`config.mk`:
```
export PLATFORM = sky130hd
export DESIGN_NAME = oled_pwr_seq
export DESIGN_NICKNAME = d
export VERILOG_FILES = /design/src/rtl/oled_seq_pkg.sv /design/src/rtl/oled_spi_tx.sv /design/src/rtl/oled_pwr_seq.sv
export SDC_FILE = /design/constraint.sdc
export NUM_CORES = 1
export LEC_CHECK = 0
export ABC_AREA = 1
export CAP_MARGIN = 20
export CORE_MARGIN = 2
export CORE_UTILIZATION = 50
export CTS_CLUSTER_DIAMETER = 60
export DETAILED_ROUTE_END_ITERATION = 12
export PLACE_DENSITY = 0.66
export REMOVE_ABC_BUFFERS = 1
export SYNTH_ARGS = -nofsm -noshare
export SYNTH_HDL_FRONTEND = slang
export SYNTH_SLANG_ARGS = --single-unit
```
`constraint.sdc`:
```
create_clock -name clk_i -period 2.4 [get_ports clk_i]
set_input_delay 0.36 -clock clk_i [delete_from_list [all_inputs] [get_ports clk_i]]
set_output_delay 0.36 -clock clk_i [all_outputs]
set_load 0.01 [all_outputs]
```
`src/rtl/oled_seq_pkg.sv`:
```
// rtl/oled_seq_pkg.sv - shared state encoding and command bytes for the OLED power sequencer
package oled_seq_pkg;

    typedef enum logic [3:0] {
        ST_OFF      = 4'd0,
        ST_VDD_ON   = 4'd1,
        ST_RST_LO   = 4'd2,
        ST_RST_HI   = 4'd3,
        ST_INIT_CMD = 4'd4,
        ST_VBAT_ON  = 4'd5,
        ST_DISP_ON  = 4'd6,
        ST_ON       = 4'd7,
        ST_DISP_OFF = 4'd8,
        ST_VBAT_OFF = 4'd9,
        ST_VDD_OFF  = 4'd10
    } state_t;

    localparam logic [7:0] CMD_DISP_OFF = 8'hAE;
    localparam logic [7:0] CMD_DISP_ON  = 8'hAF;
    localparam logic [7:0] CMD_CHG_PUMP = 8'h8D;
    localparam logic [7:0] CHG_PUMP_EN  = 8'h14;
    localparam logic [7:0] CMD_PRECHG   = 8'hD9;
    localparam logic [7:0] PRECHG_VAL   = 8'hF1;

    localparam int INIT_LEN = 5;
    localparam logic [7:0] INIT_BYTES [INIT_LEN] = '{
        CMD_DISP_OFF, CMD_CHG_PUMP, CHG_PUMP_EN, CMD_PRECHG, PRECHG_VAL
    };

    function automatic logic [7:0] init_byte(input logic [2:0] i);
        return (int'(i) < INIT_LEN) ? INIT_BYTES[i] : 8'h00;
    endfunction

endpackage

```
`src/rtl/oled_spi_tx.sv`:
```
// rtl/oled_spi_tx.sv - mode-0 MSB-first command byte shifter
module oled_spi_tx #(
    parameter int SCK_HALF = 5
) (
    input  logic       clk_i,
    input  logic       rst_i,
    input  logic       start_i,
    input  logic [7:0] data_i,
    output logic       sck_o,
    output logic       mosi_o,
    output logic       busy_o,
    output logic       done_o
);

    localparam int HW = (SCK_HALF > 1) ? $clog2(SCK_HALF) : 1;

    logic [HW-1:0] half_cnt;
    logic [2:0]    bit_idx;
    logic [7:0]    shreg;
    logic          sck_q;
    logic          busy_q;
    logic          done_q;

    always_ff @(posedge clk_i or posedge rst_i) begin
        if (rst_i) begin
            half_cnt <= '0;
            bit_idx  <= '0;
            shreg    <= '0;
            sck_q    <= 1'b0;
            busy_q   <= 1'b0;
            done_q   <= 1'b0;
        end else begin
            done_q <= 1'b0;
            if (start_i && !busy_q) begin
                shreg    <= data_i;
                busy_q   <= 1'b1;
                sck_q    <= 1'b0;
                half_cnt <= HW'(SCK_HALF - 1);
                bit_idx  <= '0;
            end else if (busy_q) begin
                if (half_cnt != '0) begin
                    half_cnt <= half_cnt - 1'b1;
                end else begin
                    half_cnt <= HW'(SCK_HALF - 1);
                    if (!sck_q) begin
                        sck_q <= 1'b1;
                    end else begin
                        // Falling edge: next bit is presented while SCK is low.
                        sck_q <= 1'b0;
                        if (bit_idx == 3'd7) begin
                            busy_q <= 1'b0;
                            done_q <= 1'b1;
                        end else begin
                            bit_idx <= bit_idx + 1'b1;
                            shreg   <= {shreg[6:0], 1'b0};
                        end
                    end
                end
            end
        end
    end

    assign sck_o  = sck_q;
    assign mosi_o = shreg[7];
    assign busy_o = busy_q;
    assign done_o = done_q;

endmodule

```
`src/rtl/oled_pwr_seq.sv`:
```
// rtl/oled_pwr_seq.sv - SSD1306 rail/reset sequencer with command shifter and SoC pin handoff
module oled_pwr_seq #(
    parameter int VDD_DLY_CYC  = 100000,
    parameter int RST_CYC      = 1000,
    parameter int VBAT_DLY_CYC = 10000000,
    parameter int SCK_HALF     = 5,
    parameter int DLY_W        = 24
) (
    input  logic       clk_i,
    input  logic       rst_i,
    input  logic       pwr_on_req_i,
    input  logic       soc_sck_i,
    input  logic       soc_mosi_i,
    input  logic       soc_dc_i,
    output logic       oled_sck_o,
    output logic       oled_mosi_o,
    output logic       oled_dc_o,
    output logic       oled_res_n_o,
    output logic       oled_vdd_n_o,
    output logic       oled_vbat_n_o,
    output logic       ready_o,
    output logic       busy_o,
    output logic [3:0] state_o
);
    import oled_seq_pkg::*;

    state_t state_q, state_d;

    logic [DLY_W-1:0] dly_cnt;
    logic [2:0]       idx_q;
    logic             cmd_go_q;

    logic       tx_start, tx_busy, tx_done, tx_sck, tx_mosi;
    logic [7:0] tx_data;

    logic vdd_n_d, vbat_n_d, res_n_d, ready_d;
    logic vdd_n_q, vbat_n_q, res_n_q, ready_q;

    function automatic logic [DLY_W-1:0] entry_dly(input state_t s);
        case (s)
            ST_VDD_ON, ST_VDD_OFF:   entry_dly = DLY_W'(VDD_DLY_CYC - 1);
            ST_RST_LO, ST_RST_HI:    entry_dly = DLY_W'(RST_CYC - 1);
            ST_VBAT_ON, ST_VBAT_OFF: entry_dly = DLY_W'(VBAT_DLY_CYC - 1);
            default:                 entry_dly = '0;
        endcase
    endfunction

    function automatic logic is_cmd(input state_t s);
        return (s == ST_INIT_CMD) || (s == ST_DISP_ON) || (s == ST_DISP_OFF);
    endfunction

    always_ff @(posedge clk_i or posedge rst_i) begin
        if (rst_i) state_q <= ST_OFF;
        else       state_q <= state_d;
    end

    always_comb begin
        state_d = state_q;
        case (state_q)
            ST_OFF:      if (pwr_on_req_i)  state_d = ST_VDD_ON;
            ST_VDD_ON:   if (dly_cnt == '0) state_d = ST_RST_LO;
            ST_RST_LO:   if (dly_cnt == '0) state_d = ST_RST_HI;
            ST_RST_HI:   if (dly_cnt == '0) state_d = ST_INIT_CMD;
            ST_INIT_CMD: if (tx_done && idx_q == 3'(INIT_LEN)) state_d = ST_VBAT_ON;
            ST_VBAT_ON:  if (dly_cnt == '0) state_d = ST_DISP_ON;
            ST_DISP_ON:  if (tx_done)       state_d = ST_ON;
            ST_ON:       if (!pwr_on_req_i) state_d = ST_DISP_OFF;
            ST_DISP_OFF: if (tx_done)       state_d = ST_VBAT_OFF;
            ST_VBAT_OFF: if (dly_cnt == '0) state_d = ST_VDD_OFF;
            ST_VDD_OFF:  if (dly_cnt == '0) state_d = ST_OFF;
            default:                        state_d = ST_OFF;
        endcase
    end

    always_comb begin
        vdd_n_d  = !(state_q inside {[ST_VDD_ON:ST_VBAT_OFF]});
        vbat_n_d = !(state_q inside {[ST_VBAT_ON:ST_DISP_OFF]});
        res_n_d  = (state_q != ST_RST_LO);
        ready_d  = (state_q == ST_ON);
    end

    always_ff @(posedge clk_i or posedge rst_i) begin
        if (rst_i) begin
            vdd_n_q  <= 1'b1;
            vbat_n_q <= 1'b1;
            res_n_q  <= 1'b1;
            ready_q  <= 1'b0;
        end else begin
            vdd_n_q  <= vdd_n_d;
            vbat_n_q <= vbat_n_d;
            res_n_q  <= res_n_d;
            ready_q  <= ready_d;
        end
    end

    // Delay counter and byte index are reloaded on every state change.
    always_ff @(posedge clk_i or posedge rst_i) begin
        if (rst_i) begin
            dly_cnt  <= '0;
            idx_q    <= '0;
            cmd_go_q <= 1'b0;
        end else begin
            cmd_go_q <= (state_d != state_q) && is_cmd(state_d);
            if (state_d != state_q)  dly_cnt <= entry_dly(state_d);
            else if (dly_cnt != '0)  dly_cnt <= dly_cnt - 1'b1;
            if (state_d != state_q)  idx_q <= '0;
            else if (tx_start)       idx_q <= idx_q + 1'b1;
        end
    end

    // First byte on entry; further init bytes chain off done with no gap.
    assign tx_start = !tx_busy &&
                      (cmd_go_q || (state_q == ST_INIT_CMD && tx_done && idx_q != 3'(INIT_LEN)));

    always_comb begin
        case (state_q)
            ST_INIT_CMD: tx_data = init_byte(idx_q);
            ST_DISP_ON:  tx_data = CMD_DISP_ON;
            default:     tx_data = CMD_DISP_OFF;
        endcase
    end

    oled_spi_tx #(.SCK_HALF(SCK_HALF)) u_spi_tx (
        .clk_i   (clk_i),
        .rst_i   (rst_i),
        .start_i (tx_start),
        .data_i  (tx_data),
        .sck_o   (tx_sck),
        .mosi_o  (tx_mosi),
        .busy_o  (tx_busy),
        .done_o  (tx_done)
    );

    always_comb begin
        if (state_q == ST_ON) begin
            oled_sck_o  = soc_sck_i;
            oled_mosi_o = soc_mosi_i;
            oled_dc_o   = soc_dc_i;
        end else begin
            oled_sck_o  = tx_sck;
            oled_mosi_o = tx_mosi;
            oled_dc_o   = 1'b0;
        end
    end

    assign oled_vdd_n_o  = vdd_n_q;
    assign oled_vbat_n_o = vbat_n_q;
    assign oled_res_n_o  = res_n_q;
    assign ready_o       = ready_q;
    assign busy_o        = (state_q != ST_OFF) && (state_q != ST_ON);
    assign state_o       = state_q;

endmodule
```
Yosys cells after proc, flatten, opt, wreduce, memory -nomap -nowiden. Memory sizes are Yosys's and may differ from the RTL's. Index checks and enable logic that the tools add are counted.

Add/subtract/negate cells: 4. Magnitude comparators: 6. Eq/ne operators: 27. Mux-type cells: 51. Bitwise gates (word level): 1. Reduce and logical (&&, ||, !) cells: 29.

Operator list (number): 24-bit one-hot mux with 3 select lines (1); 8-bit 2-to-1 mux (8); 24-bit 2-to-1 mux (2); 4-bit 2-to-1 mux (11); 4-bit one-hot mux with 11 select lines (1); 3-bit 2-to-1 mux (10); 4-bit by 3-bit == test with 1-bit output, second input constant (7); 4-bit == test, second input constant (6); 24-bit logical NOT (1); 24-bit nonzero test (1); 24-bit by 1-bit subtractor with 24-bit output, second input constant (1); 1-bit 2-to-1 mux (17); 4-bit by 2-bit == test with 1-bit output, second input constant (4); 8-bit one-hot mux with 2 select lines (1); 1-bit logical AND (9); 4-bit by 1-bit == test with 1-bit output, second input constant (2); 4-bit less-or-equal comparator, second input constant (2); 2-bit nonzero test (4); 3-bit by 1-bit adder with 3-bit output, second input constant (2); 3-bit == test, second input constant (2); 2-bit OR reduction (3); 4-bit by 1-bit >= comparator with 1-bit output, second input constant (1); 4-bit by 3-bit >= comparator with 1-bit output, second input constant (1); 4-bit >= comparator, second input constant (1); 15 further kinds (20).

Bits in registers: 53. Memory bits (read-only): 64. Bits of input ports: 6. Output and inout port bits: 12. Memories kept: 1.

Memory list: (name not given) (words 8, width 8, rd ports 1, clocked after Yosys merged registers in 0, wr ports 0, line oled_seq_pkg.sv:31) `return (int'(i) < INIT_LEN) ? INIT_BYTES[i] : 8'h00;`.

Logic depth before layout (Yosys ltp).
Depth after elaboration: 8. Mapped depth: 15.

Modules after synthesis. From an unflattened synthesis, not the netlist that was laid out.

Cells, all modules: 425. Area, all modules: 3290.7 um2.

Modules (own cells, without submodules): oled_pwr_seq (instances 1, cells an instance 315, area an instance 2407.3 um2, seq. area each 904.6 um2); oled_spi_tx (instances 1, cells an instance 110, area an instance 883.3 um2, seq. area each 425.4 um2).

Least setup slack after synthesis. Ideal clock, no wire load.

Path type: register -> register. Start point: register dly_cnt[0]. End point: register dly_cnt[2]. Setup time: 73 ps. Data arrival time: 1885 ps. Required time: 2327 ps. Path slack: 442 ps. Cell stages (with the launch flop): 14. Buffers on the path: 1. Clock period less this slack: 1958 ps. Cell sequence: dfrtp_1 inv_1 ha_1 nand2_1 inv_2 nand2_2 nor2_2 nand3_2 nand4_1 nand3_1 nor2_8 buf_12 nand2_2 a21oi_2.

Word-level cells in the longest chain between the ends: 7. Elaborated cells on any way between the ends: 24. Those cells by class: add/sub (1); eq/ne (7); mux (10); reduce/logical (6).

RTL lines: start, declared (line oled_pwr_seq.sv:29) `logic [DLY_W-1:0] dly_cnt;`; start signal, assigned (line oled_pwr_seq.sv:104) `if (state_d != state_q) dly_cnt <= entry_dly(state_d);`; start signal, assigned (line oled_pwr_seq.sv:105) `else if (dly_cnt != '0) dly_cnt <= dly_cnt - 1'b1;`; 24-bit logical NOT; 4-bit 2-to-1 mux, or another cell as far along (line oled_pwr_seq.sv:70) `ST_VDD_OFF: if (dly_cnt == '0) state_d = ST_OFF;`; 4-bit one-hot mux with 11 select lines (line oled_pwr_seq.sv:59) `case (state_q)`; 4-bit by 3-bit == test with 1-bit output, or another cell as far along (line oled_pwr_seq.sv:40) `case (s)`; 2-bit OR reduction (line oled_pwr_seq.sv:40); 24-bit one-hot mux with 3 select lines (line oled_pwr_seq.sv:40); 24-bit 2-to-1 mux (line oled_pwr_seq.sv:104).

Several ways; a longest one is shown, not always the timed one. The select of a mux whose other input is x is not followed. A chain may end at the register's enable or synchronous reset.

Worst setup path in the final report.
Start point: register state_q[2] (netlist: state_o[2]). End point: output oled_sck_o.

Word-level cells in the longest chain between the ends: 2.

RTL lines: start, declared (line oled_pwr_seq.sv:27) `state_t state_q, state_d;`; start signal, assigned (line oled_pwr_seq.sv:54) `else state_q <= state_d;`; 4-bit by 3-bit == test with 1-bit output; named net ready_d (line oled_pwr_seq.sv:36) `logic vdd_n_d, vbat_n_d, res_n_d, ready_d;`; 1-bit 2-to-1 mux (line oled_pwr_seq.sv:135) `if (state_q == ST_ON) begin`; end, declared (line oled_pwr_seq.sv:15) `output logic oled_sck_o,`.

The timed path passes the listed nets, and every way through them passes these cells.

==> summary.txt <==
Final Cell Area -> 3694 sq um
Site row count -> 29
Skew-Pair Late Insertion Delay -> 0.31 ns
Filler Cell Count -> 566
Period utilization -> 94.15%
Reg2Reg Depth -> 13
Leading area contributor after synthesis -> dfrtp_1
Min-delay worst type -> in2async
Min Tclk post-route -> 2.260 ns
Crit path launch type -> flop
Initial Util -> 51.45%
Wirelength per Cell -> 12.89 microns
Syn-to-layout area delta -> 13.06%
DRC -> 0
Seq/Total Area, Yosys -> 40.71%
Post-place instance area -> 3545 sq um
Die height -> 84.83 microns
Worst path required time -> 2.04 ns
RSZ-0062 raised after global routing -> true
Global route overflow -> 0
Synth warnings -> 0
Core Util, Final -> 58.17%
Pwr dens -> 939.0 nW/um^2
Drt total wl -> 6.804 mm
Clock Tree Root -> clkbuf_8
Worst-path fanout max -> 7
Highest Clock Rate -> 442.5 MHz
Antenna fix cells -> 0
Distinct cells, synth -> 39
CP Data Arrival Time -> 1.90 ns
Synthesized cell area -> 3267 sq um
Final setup viols -> 0
H-Tree Depth -> 2
GPL Wtd Cong -> 0.8185
Pins Over Slew Limit -> 0
Area contributors post-synth -> dfrtp_1 38%, nand2_1 9.3%, nor2_1 6.5%, inv_1 6.0%, ha_1 3.8%
Global Route Usage Sum -> 20.28%
Final Hold Fails -> 0
Die W -> 84.83 microns
Crit path kind -> reg2out
Initial drt markers -> 102
Vias in the first global route -> 2662
CTS Hold Buffers Added -> 0
Yosys top cell area share -> 38.30%
Max Buffers Root-to-Sink -> 2
Reg2reg setup slack -> 0.19 ns
# nets final -> 466
Antenna violations before repair -> 0
Worst r2r src -> dly_cnt[0]
Core region area -> 6350 sq um
Rel. slew slack -> 66.61%
Skew final -> 0.01290 ns
Post-synthesis register bit count -> 53
DIE AREA -> 7196 sq um
First-pass GRT wire length -> 11.92 mm
I/O pin cnt -> 18
Antenna Violating Nets Remaining -> 0
Worst VDD drop -> 0.0007727 V
Static Leakage -> 1.811 nW
Avg Cell Area, Syn -> 7.816 sq um
Clock buffer count from CTS -> 5
Actual slew at the worst max-slew pin -> 0.5001 ns
CP endpoint kind -> output port
CTS tree -> yes
Clock-pin slew on the worst setup and hold paths -> 0.10 ns
Largest net degree at the start of global routing -> 33
Status -> completed
Number of max-cap violations -> 0
Layout cell share with drive strength beyond 1 -> 18.85%
Via count -> 2696
TNS Setup -> 0 ns
Number of port buffers -> 17
DR vias/cell -> 5.106
Cell count after synthesis -> 418
Pre-antenna DRT Iters -> 4
Clk sinks -> 53
Crit Reg-Reg Endpoint -> dly_cnt[12]
HPWL Detailed -> 5.060 mm
[through the flow]
stage	power (mW)	hold WS, ns	instances	worst slack, ns
detailed placement	2.746	0.4770	513	0.1091
finish	3.468	0.3946	528	0.1403
CTS	3.261	0.4095	521	0.08544
global route	3.727	0.4252	528	-0.03981
global placement	2.721	0.4670	513	0.1948
floorplan	2.369	0.4529	413	0.4159
[layer usage]
layer,global-route usage [%],part of all wire (%),vias up
met5,0,0,-
met4,7.071,1.2,0
met3,3.113,3.4,7
met2,32.64,47,37
met1,28.09,48,1262
li1,-,-,1390
[kinds of logic (layout without fill, tap and decap cells)]
group | after synthesis | after routing | synth area share (%)
AOI/OAI and AO/OA | 54 | 54 | 9.920
DFF | 53 | 53 | 40.71
xor gates and xnor gates | 17 | 17 | 4.558
and+or+nand+nor | 214 | 215 | 32.02
adders and majority gates | 10 | 10 | 3.830
buffers and inverters | 70 | 102 | 8.962
[what timing repair did]
| item | 4_1_cts | 5_1_grt |
|---|---|---|
| resized for setup | 0 | 4 |
| endpoints found under the hold margin | 0 | 0 |
| buffers inserted | 0 | 6 |
| setup endpoints to repair | 0 | 18 |
[cell usage after synthesis]
| library cell | count |
|---|---|
| a21oi_1 | 21 |
| a21oi_2 | 5 |
| a22oi_1 | 2 |
| a31o_2 | 1 |
| buf_12 | 1 |
| buf_4 | 1 |
| buf_6 | 1 |
| clkbuf_1 | 2 |
| clkinv_1 | 1 |
| dfrtp_1 | 50 |
| dfstp_2 | 3 |
| ha_1 | 10 |
| inv_1 | 52 |
| inv_2 | 11 |
| inv_4 | 1 |
| nand2_1 | 81 |
| nand2_2 | 14 |
| nand2_4 | 1 |
| nand3_1 | 18 |
| nand3_2 | 2 |
| nand3_4 | 3 |
| nand4_1 | 7 |
| nor2_1 | 57 |
| nor2_2 | 14 |
| nor2_4 | 2 |
| nor2_8 | 1 |
| nor3_1 | 8 |
| nor3_2 | 4 |
| nor4_1 | 1 |
| o2111ai_1 | 1 |
| o21a_1 | 1 |
| o21ai_0 | 14 |
| o21ai_1 | 3 |
| o21ai_2 | 1 |
| o221ai_1 | 4 |
| o22ai_1 | 1 |
| or2_1 | 1 |
| xnor2_1 | 8 |
| xor2_1 | 9 |
[how the worst max path moves through the flow]
stage	start	to	slack, ns	depth (start not counted)
finish	state_o[2]	oled_sck_o	0.14	7
global route	dly_cnt[0]	dly_cnt[6]	-0.04	11
CTS	dly_cnt[0]	dly_cnt[10]	0.09	12
detailed placement	dly_cnt[0]	dly_cnt[0]	0.11	12
global placement	dly_cnt[0]	dly_cnt[10]	0.19	12
floorplan	dly_cnt[0]	dly_cnt[10]	0.42	12
[cell usage in the layout (no fill, tap or decap), drive strengths merged]
master / count
a21oi: 26
a22oi: 2
a31o: 1
buf: 12
clkbuf: 7
clkdlybuf4s50: 17
clkinv: 1
clkinvlp: 1
dfrtp: 50
dfstp: 3
ha: 10
inv: 64
nand2: 96
nand3: 23
nand4: 7
nor2: 75
nor3: 12
nor4: 1
o2111ai: 1
o21a: 1
o21ai: 18
o221ai: 4
o22ai: 1
or2: 1
xnor2: 8
xor2: 9
[flip-flops by register name, indices dropped and copies added (netlist names)]
| name | count |
|---|---|
| cmd_go_q | 1 |
| dly_cnt | 24 |
| idx_q | 3 |
| oled_res_n_o | 1 |
| oled_vbat_n_o | 1 |
| oled_vdd_n_o | 1 |
| ready_o | 1 |
| state_o | 4 |
| u_spi_tx.bit_idx | 3 |
| u_spi_tx.busy_o | 1 |
| u_spi_tx.done_o | 1 |
| u_spi_tx.half_cnt | 3 |
| u_spi_tx.sck_o | 1 |
| u_spi_tx.shreg | 8 |
[report_power, final]
part           internal [mW]  total [mW]  switching, mW
Clock                  0.207       0.498          0.291
Combinational          0.708        1.77           1.07
Sequential              1.05        1.19          0.148
Total                   1.96        3.47           1.51
[critical path: stages (launching register included)]
cell and delay, ns:
dfrtp_1 0.54, inv_2 0.09, nor2_2 0.12, nand2_2 0.11, inv_2 0.10, nand2_1 0.06
nand2_1 0.05, clkdlybuf4s50_1 0.52
[final cells by class]
cell class | instances | area [sq um] | area share [%]
clock inverter | 1 | 7.507 | 0.2033
timing repair buffer | 29 | 272.8 | 7.385
multi-input combinational | 296 | 1660 | 44.95
sequential | 53 | 1331 | 36.04
clock buffer | 7 | 76.32 | 2.066
tap | 77 | 96.34 | 2.608
inverter | 65 | 249.0 | 6.741
No activity file was read; power rests on OpenSTA's default activity.
